`src/rtl/multiplexer_n_to_1_registered_if.sv`:
```
// Handshake bundle for the registered N-to-1 selector: per-channel requests in,
// one registered word out.
interface multiplexer_n_to_1_registered_if #(
    parameter int unsigned N     = 4,
    parameter int unsigned WIDTH = 16
);
    localparam int unsigned SELW = (N > 1) ? $clog2(N) : 1;

    logic                   mode;
    logic [SELW-1:0]        sel;
    logic [N-1:0]           in_valid;
    logic [N*WIDTH-1:0]     in_data;
    logic [N-1:0]           in_ready;
    logic                   out_valid;
    logic [WIDTH-1:0]       out_data;
    logic [SELW-1:0]        out_sel;
    logic                   out_ready;

    modport master (
        output mode, sel, in_valid, in_data, out_ready,
        input  in_ready, out_valid, out_data, out_sel
    );

    modport slave (
        input  mode, sel, in_valid, in_data, out_ready,
        output in_ready, out_valid, out_data, out_sel
    );
endinterface

```
`src/rtl/multiplexer_n_to_1_registered.sv`:
```
// N-to-1 WIDTH-bit selector with one registered output stage; fixed-select or
// round-robin grant, valid/ready on every channel, full throughput.
module multiplexer_n_to_1_registered #(
    parameter int unsigned N     = 4,
    parameter int unsigned WIDTH = 16
) (
    input  logic                           clk,
    input  logic                           rst,
    multiplexer_n_to_1_registered_if.slave bus
);
    localparam int unsigned     SELW = (N > 1) ? $clog2(N) : 1;
    localparam logic [SELW-1:0] LAST = SELW'(N - 1);

    logic                   out_valid_q;
    logic [WIDTH-1:0]       out_data_q;
    logic [SELW-1:0]        out_sel_q;
    logic [SELW-1:0]        rr_ptr;

    logic                   load;
    logic                   gnt_v;
    logic [SELW-1:0]        gnt;
    logic [SELW-1:0]        rr_next;
    logic [WIDTH-1:0]       gnt_data;
    logic [N-1:0]           ready;
    int unsigned            idx;

    assign load = !out_valid_q || bus.out_ready;

    // Grant: explicit select, or first requester at/after rr_ptr (scanned in
    // reverse so the nearest offset is the last and winning assignment).
    always_comb begin
        gnt   = '0;
        gnt_v = 1'b0;
        idx   = 0;
        if (!bus.mode) begin
            gnt = bus.sel;
            if (32'(bus.sel) < N) begin
                gnt_v = bus.in_valid[bus.sel];
            end
        end else begin
            gnt_v = |bus.in_valid;
            for (int k = int'(N) - 1; k >= 0; k--) begin
                idx = 32'(rr_ptr) + 32'(k);
                if (idx >= N) begin
                    idx = idx - N;
                end
                if (bus.in_valid[SELW'(idx)]) begin
                    gnt = SELW'(idx);
                end
            end
        end
    end

    // Data steering and per-channel accept.
    always_comb begin
        gnt_data = '0;
        ready    = '0;
        for (int i = 0; i < int'(N); i++) begin
            if (gnt == SELW'(i)) begin
                gnt_data = bus.in_data[i*WIDTH +: WIDTH];
                ready[i] = !rst && load && gnt_v;
            end
        end
    end

    // Explicit wrap so non-power-of-2 N never relies on SELW overflow.
    assign rr_next = (gnt == LAST) ? '0 : gnt + SELW'(1);

    always_ff @(posedge clk or posedge rst) begin
        if (rst) begin
            out_valid_q <= 1'b0;
            out_data_q  <= '0;
            out_sel_q   <= '0;
            rr_ptr      <= '0;
        end else if (load) begin
            if (gnt_v) begin
                out_valid_q <= 1'b1;
                out_data_q  <= gnt_data;
                out_sel_q   <= gnt;
                if (bus.mode) begin
                    rr_ptr <= rr_next;
                end
            end else begin
                out_valid_q <= 1'b0;
            end
        end
    end

    assign bus.in_ready  = ready;
    assign bus.out_valid = out_valid_q;
    assign bus.out_data  = out_data_q;
    assign bus.out_sel   = out_sel_q;
endmodule
```
`src/flat_wrapper.sv`:
```
// flat-port wrapper written by rule: the top's interface ports become plain ports
module multiplexer_n_to_1_registered_flat 
#(
    parameter int unsigned N     = 4,
    parameter int unsigned WIDTH = 16
)
  (clk, rst, bus_mode, bus_sel, bus_in_valid, bus_in_data, bus_out_ready, bus_in_ready, bus_out_valid, bus_out_data, bus_out_sel);
  multiplexer_n_to_1_registered_if #(.N(N), .WIDTH(WIDTH)) bus_i ();
  input  logic clk;
  input  logic rst;
  input wire logic [$bits(bus_i.mode)-1:0] bus_mode;
  input wire logic [$bits(bus_i.sel)-1:0] bus_sel;
  input wire logic [$bits(bus_i.in_valid)-1:0] bus_in_valid;
  input wire logic [$bits(bus_i.in_data)-1:0] bus_in_data;
  input wire logic [$bits(bus_i.out_ready)-1:0] bus_out_ready;
  output wire logic [$bits(bus_i.in_ready)-1:0] bus_in_ready;
  output wire logic [$bits(bus_i.out_valid)-1:0] bus_out_valid;
  output wire logic [$bits(bus_i.out_data)-1:0] bus_out_data;
  output wire logic [$bits(bus_i.out_sel)-1:0] bus_out_sel;
  assign bus_i.mode = bus_mode;
  assign bus_i.sel = bus_sel;
  assign bus_i.in_valid = bus_in_valid;
  assign bus_i.in_data = bus_in_data;
  assign bus_i.out_ready = bus_out_ready;
  assign bus_in_ready = bus_i.in_ready;
  assign bus_out_valid = bus_i.out_valid;
  assign bus_out_data = bus_i.out_data;
  assign bus_out_sel = bus_i.out_sel;
  multiplexer_n_to_1_registered #(.N(N), .WIDTH(WIDTH)) u_core (.clk(clk), .rst(rst), .bus(bus_i));
endmodule
```
`config.mk`:
```
export PLATFORM = sky130hd
export DESIGN_NAME = multiplexer_n_to_1_registered_flat
export DESIGN_NICKNAME = d
export VERILOG_FILES = /design/src/rtl/multiplexer_n_to_1_registered_if.sv /design/src/rtl/multiplexer_n_to_1_registered.sv /design/src/flat_wrapper.sv
export SDC_FILE = /design/constraint.sdc
export NUM_CORES = 1
export LEC_CHECK = 0
export ABC_AREA = 0
export CORE_MARGIN = 4
export CORE_UTILIZATION = 34
export DETAILED_ROUTE_END_ITERATION = 8
export HOLD_SLACK_MARGIN = 0.08
export PLACE_DENSITY = 0.87
export SLEW_MARGIN = 20
export SYNTH_ARGS = -nofsm -noshare
export SYNTH_HDL_FRONTEND = slang
export SYNTH_SLANG_ARGS = --single-unit
```
`constraint.sdc`:
```
create_clock -name clk -period 2.4 [get_ports clk]
set_input_delay 0.24 -clock clk [delete_from_list [all_inputs] [get_ports clk]]
set_output_delay 0.24 -clock clk [all_outputs]
set_load 0.02 [all_outputs]
```
* After elaboration in Yosys (flattened, before gate mapping) *
Index checks and enable logic that the tools add are counted.

storage, ports and cells
  output and inout bits = 23
  register bits after elaboration = 21
  word-level logic and storage cells = 67
  input port bits = 74

operators by class
  multiplexer cells = 34
  equal/unequal tests = 3
  add/sub/neg operators = 8
  $lt $le $gt $ge = 9
  reduce and logical (&&, ||, !) cells = 9

operators by type and width
  kind                                                  count
  two-way mux 16 bit                                    4
  two-way mux 2 bit                                     14
  < comparator 2 x 3 -> 1 bit (second input constant)   5
  two-way mux 1 bit                                     11
  binary-select mux 1 bit (select 2 bit)                5
  >= comparator 3 bit (second input constant)           3
  subtractor 2 x 1 -> 2 bit (second input constant)     4
  adder 2 x 2 -> 3 bit (second input constant)          2
  == test 2 bit (second input constant)                 2
  OR reduction 4 bit                                    1
  adder 2 x 1 -> 3 bit (second input constant)          1
  >= comparator 2 x 3 -> 1 bit (second input constant)  1
  AND reduction 3 bit                                   1
  adder 2 x 1 -> 2 bit (second input constant)          1
  == test 2 x 1 -> 1 bit (second input constant)        1
  logical AND 1 bit                                     2
  logical NOT 1 bit                                     2
  logical NOT 2 bit                                     1
  AND reduction 2 bit                                   1
  logical OR 1 bit                                      1

* Logic depth before layout (Yosys ltp) *
  depth after elaboration = 16
  mapped depth = 12
  depth with buffers taken out = 9

* Worst setup path before layout *
Ideal clock, no wire load.

  kind = register to register
  start = register u_core.rr_ptr[1]
  end = register u_core.out_data_q[15] (netlist: u_core.bus.out_data[15])
  data required time = 2.336 ns
  clock period less this slack = 2.439 ns
  stages on the path, launching flop included = 12
  arrival time = 2.375 ns
  buffers on the path = 2
  slack = -0.039 ns
  setup time = 0.064 ns
  path through = dfrtp_1 > and3b_1 > a211oi_1 > o221a_2 > nor2_1 > ha_1 > buf_2 > nor2b_1 > buf_2 > a221oi_1 > o31ai_1 > mux2_4

between the ends
  word-level cells in the longest chain between the ends = 16
  elaborated cells on any way between the ends = 40
  those cells by class = 7 x add/sub; 4 x order compare; 3 x eq/ne; 25 x mux; 1 x reduce/logical

ends and longest elaborated chain
  what                                                              line                                                                      text
  start: declaration                                                multiplexer_n_to_1_registered.sv:17                                       logic [SELW-1:0] rr_ptr;
  start signal: assignment                                          multiplexer_n_to_1_registered.sv:81                                       rr_ptr <= rr_next;
  adder 2 x 2 -> 3 bit                                              multiplexer_n_to_1_registered.sv:43                                       idx = 32'(rr_ptr) + 32'(k);
  >= comparator 3 bit or subtractor 2 x 1 -> 2 bit (tied branches)  multiplexer_n_to_1_registered.sv:44, multiplexer_n_to_1_registered.sv:45
  two-way mux 2 bit                                                 multiplexer_n_to_1_registered.sv:44                                       if (idx >= N) begin
  two-way mux 2 bit                                                 multiplexer_n_to_1_registered.sv:35                                       if (!bus.mode) begin
  binary-select mux 1 bit (select 2 bit)                            multiplexer_n_to_1_registered.sv:47                                       if (bus.in_valid[SELW'(idx)]) begin
  two-way mux 1 bit (implied by the code)                           multiplexer_n_to_1_registered.sv:47
  two-way mux 2 bit (3 in a row)                                    multiplexer_n_to_1_registered.sv:47
  two-way mux 2 bit *                                               multiplexer_n_to_1_registered.sv:47
  two-way mux 2 bit *                                               multiplexer_n_to_1_registered.sv:35
  net u_core.gnt[0]                                                 multiplexer_n_to_1_registered.sv:21                                       logic [SELW-1:0] gnt;
  logical NOT 2 bit                                                 multiplexer_n_to_1_registered.sv:59                                       if (gnt == SELW'(i)) begin
  two-way mux 16 bit (3 in a row)                                   multiplexer_n_to_1_registered.sv:59
  two-way mux 16 bit *                                              multiplexer_n_to_1_registered.sv:59
  end signal: assignment                                            multiplexer_n_to_1_registered.sv:78                                       out_data_q <= gnt_data;
  end: declaration                                                  multiplexer_n_to_1_registered.sv:15                                       logic [WIDTH-1:0] out_data_q;

The timed path passes the listed nets; every way through them passes the cells marked *. The select of a mux whose other input is x is not followed.
A chain may end at the register's enable or synchronous reset.

* Worst setup path after layout *
  start = register u_core.rr_ptr[1]
  end = output bus_in_ready[2]

between the ends
  word-level cells in the longest chain between the ends = 13
  elaborated cells on any way between the ends = 34
  those cells by class = 7 x add/sub; 4 x order compare; 1 x eq/ne; 22 x mux

ends and longest elaborated chain
  what                                                              line                                                                      text
  adder 2 x 2 -> 3 bit                                              multiplexer_n_to_1_registered.sv:43
  >= comparator 3 bit or subtractor 2 x 1 -> 2 bit (tied branches)  multiplexer_n_to_1_registered.sv:44, multiplexer_n_to_1_registered.sv:45
  two-way mux 2 bit                                                 multiplexer_n_to_1_registered.sv:44
  two-way mux 2 bit                                                 multiplexer_n_to_1_registered.sv:35
  binary-select mux 1 bit (select 2 bit)                            multiplexer_n_to_1_registered.sv:47
  two-way mux 1 bit (implied by the code)                           multiplexer_n_to_1_registered.sv:47
  two-way mux 2 bit (3 in a row)                                    multiplexer_n_to_1_registered.sv:47
  two-way mux 2 bit *                                               multiplexer_n_to_1_registered.sv:47
  two-way mux 2 bit *                                               multiplexer_n_to_1_registered.sv:35
  == test 2 bit *                                                   multiplexer_n_to_1_registered.sv:59
  two-way mux 1 bit *                                               multiplexer_n_to_1_registered.sv:59
  end: declaration                                                  flat_wrapper.sv:16                                                        output wire logic [$bits(bus_i.in_ready)-1:0] bus_in_ready;

Mark *: on every way between the ends. The rest lies on a longest branch, timed or not. The select of a mux whose other input is x is not followed.

==> results.sh <==
export IMPL_status="complete, but fails checks"
export IMPL_violations="negative setup slack"
export IMPL_relSlewSlack_pct=77.36
export IMPL_clk_latency_ns=0.27
export IMPL_crit_fanout=5
export IMPL_route_met2_wl_um=3521
export IMPL_area_delta_synth_final_pct=95.80
export IMPL_final_cell_mix="89 x clkdlybuf4s50_1, 25 x buf_4, 20 x dfrtp_1"
export IMPL_cts_sinks=21
export IMPL_cts_tree="yes"
export IMPL_period_needed_ns=2.406
export IMPL_crit_type="reg2out"
export IMPL_antenna_cells=0
export IMPL_worst_pin_slew_ns=0.3373
export IMPL_grt_pass1_wl_um=9259
export IMPL_yosys_area_top_type="dfrtp_1"
export IMPL_avgSynthCellArea_um2=9.871
export IMPL_skew_ns=0.003373
export IMPL_synth_seq_cells=21
export IMPL_dr_pass1_iters=4
export IMPL_ys_seq_area_share_pct=32.66
export IMPL_pre_cts_slack_ns=-0.8484
export IMPL_core_mm2=0.004474
export IMPL_io_buffers=96
export IMPL_fp_row_count=24
export IMPL_yosys_top_cells_area="dfrtp_1 33%, mux2_4 15%, a221oi_1 8.2%"
export IMPL_wire_per_inst_um=19.24
export IMPL_slew_viol_final=0
export IMPL_switchingPower_mw=0.9315
export IMPL_place_congestion=0.8403
export IMPL_placed_area_mm2=0.002778
export IMPL_comb_power_share_pct=64.8
export IMPL_syn_inst=163
export IMPL_cpMaxStageDelayCell="dfrtp_2"
export IMPL_setup_tns_final_ns=-0.005922
export IMPL_leakagePower_nw=1.327
export IMPL_gr_usage_all_layers_pct=19.46
export IMPL_pwr_density_cell_mw_per_mm2=781.8
export IMPL_intPower_mw=1.532
export IMPL_dieArea_mm2=0.005897
export IMPL_start_util_pct=35.96
export IMPL_io_pins=97
export IMPL_fillers=310
export IMPL_ys_types=33
export IMPL_final_area_mm2=0.003151
export IMPL_num_vias=1806
export IMPL_yosys_warnings=0
export IMPL_reg2regPathDepth=11
export IMPL_htreeDepth=1
export IMPL_cts_reportedPaths_clkPinSlew_ns=0.09
export IMPL_dr_wl_met3_um=353
export IMPL_cp_required_ns=2.16
export IMPL_final_common_cell="clkdlybuf4s50_1"
export IMPL_die_w_um=76.80
export IMPL_drtIter0Drc=94
export IMPL_multi_input_area_mm2=0.001206
export IMPL_final_core_util_pct=70.41
export IMPL_p_sw_share_pct=37.82
export IMPL_syn_cell_area_mm2=0.001609
export IMPL_start_kind="flop"
export IMPL_antenna_found_initial=0
export IMPL_clockPowerShare_pct=10.3
export IMPL_critical_path_endpoint_type="output port"
export IMPL_min_period_over_period_pct=100.2
export IMPL_fmax_ghz=0.4156
export IMPL_vdd_drop_max_v=0.0004303
export IMPL_worst_slack_ns=-0.005922
export IMPL_critical_path_arrival_ns=2.17
export IMPL_vias_per_cell=5.375
export IMPL_met1_length_um=2530
export IMPL_crit_path_max_incr_delay_ns=0.45
export IMPL_synth_top_area_share_pct=32.66
export IMPL_ant_nets=0
export IMPL_ctsLongestPathBuffers=2
export IMPL_grt_pass1_vias=1821
export IMPL_dp_hpwl_um=4368
export IMPL_cts_root_buf="clkbuf_8"
export IMPL_cp_cell_sequence="and3b_1 > a211oi_2 > buf_4 > o221ai_4 > o21ai_2 > ha_2 > and3_1 > buf_2"
export IMPL_cts_buffers=3
export IMPL_fin_nets=363
export IMPL_hold_viol_final=0
export IMPL_hp_class="in2async"
export IMPL_seq_power_share_pct=24.9
export IMPL_finalSetupViolations=1
export IMPL_cap_violations=0
export IMPL_holdWs_ns=0.1851
export IMPL_syn_num_nets=241
export IMPL_regArea_um2=526.8
export IMPL_post_route_drc_count=0
export IMPL_drive_gt1_share_pct=33.80
export IMPL_chipHeight_um=76.80
export IMPL_drt_wl_total_um=6466
export IMPL_highest_layer="met4"
export IMPL_rsz0062_at_grt="true"
export IMPL_grt_overflow_total=0
export IMPL_grt_max_degree=30
worst max-delay path, delay by kind of cell, from the launching register on:
kind | cells | cell delay (ns)
buffers and inverters | 2 | 0.34
AND/OR/NAND/NOR | 2 | 0.37
flip-flops | 1 | 0.45
AO/OA/AOI/OAI | 3 | 0.42
adder cells (fa/ha/maj) | 1 | 0.29
sequential cells by signal (all words and copies together) (netlist names):
signal                count
u_core.bus.out_data      16
u_core.bus.out_sel        2
u_core.bus.out_valid      1
u_core.rr_ptr             2
cells by family (layout without fill, tap and decap cells):
| group | after synthesis | after routing | share of synthesized area [%] |
|---|---|---|---|
| simple gates | 52 | 52 | 17.26 |
| buf+inv | 19 | 140 | 5.598 |
| compound gates | 47 | 47 | 22.24 |
| flops | 21 | 21 | 32.66 |
| mux | 20 | 20 | 19.13 |
| fa+ha+maj | 4 | 4 | 3.111 |
per-stage QoR:
stage,power [mW],cells
after floorplan,1.329,163
after global placement,1.914,324
after detailed placement,1.946,324
after CTS,2.241,330
after global routing,2.601,336
final,2.463,336
path summary, 6_finish.rpt:
path | slack (ns) | endpoint | startpoint
setup / recovery | -0.006 | bus_in_ready[2] | u_core.rr_ptr[1]
hold / removal | 0.19 | u_core.bus.out_data[12] | rst
setup reg to reg | 0.02 | u_core.bus.out_data[5] | u_core.rr_ptr[1]
hold reg to reg | 0.52 | u_core.bus.out_data[5] | u_core.bus.out_data[5]
max in group asynchronous | 1.68 | u_core.rr_ptr[1] | rst
min in group clk | 0.52 | u_core.bus.out_data[5] | u_core.bus.out_data[5]
power groups by stage:
stage	registers, mW	logic [mW]	clock network, mW
6_report	0.613	1.60	0.254
5_1_grt	0.636	1.69	0.273
4_1_cts	0.606	1.39	0.250
3_5_place_dp	0.608	1.34	0
3_3_place_gp	0.604	1.31	0
2_1_floorplan	0.766	0.563	0
metal layers:
metal  up-vias  GRT usage, %
li1        853             -
met1       882         24.57
met2        64         33.97
met3         7         3.396
met4         0         5.254
met5         -             0
Yosys cell counts:
library cell / instances
buf_1: 1
mux4_2: 1
nand2b_1: 4
nand2_1: 19
buf_6: 2
o31ai_1: 15
buf_2: 3
nand3_1: 1
inv_1: 6
o41ai_1: 1
nor2_1: 3
ha_1: 4
o21ai_1: 1
o221a_2: 1
nor2_2: 1
and3_1: 4
a211oi_1: 2
a311oi_1: 1
nor3b_1: 1
o21ai_0: 4
nor2b_1: 17
and3b_1: 1
mux2_4: 16
a21oi_1: 4
a22o_1: 1
clkbuf_1: 7
o221ai_1: 1
dfrtp_1: 21
mux2_1: 2
or4_4: 1
mux2i_4: 1
a21boi_0: 1
a221oi_1: 15
final cells by class:
type | instances | share of cell area, %
tap | 52 | 2.065
clock buffer | 3 | 1.311
clock inverter | 1 | 0.1589
inverter | 6 | 0.7149
multi-input combinational | 123 | 38.28
sequential | 21 | 16.72
timing repair buffer | 130 | 40.75
repair_timing:
item                                   CTS  global route
hold buffers                             0             0
setup buffers                            2             4
setup endpoints to repair               20            20
endpoints found under the hold margin    0             0
gates cloned                             0             2
gates resized for setup                 30            40
pin swaps                                5            18
(Power assumes the default switching activity.)
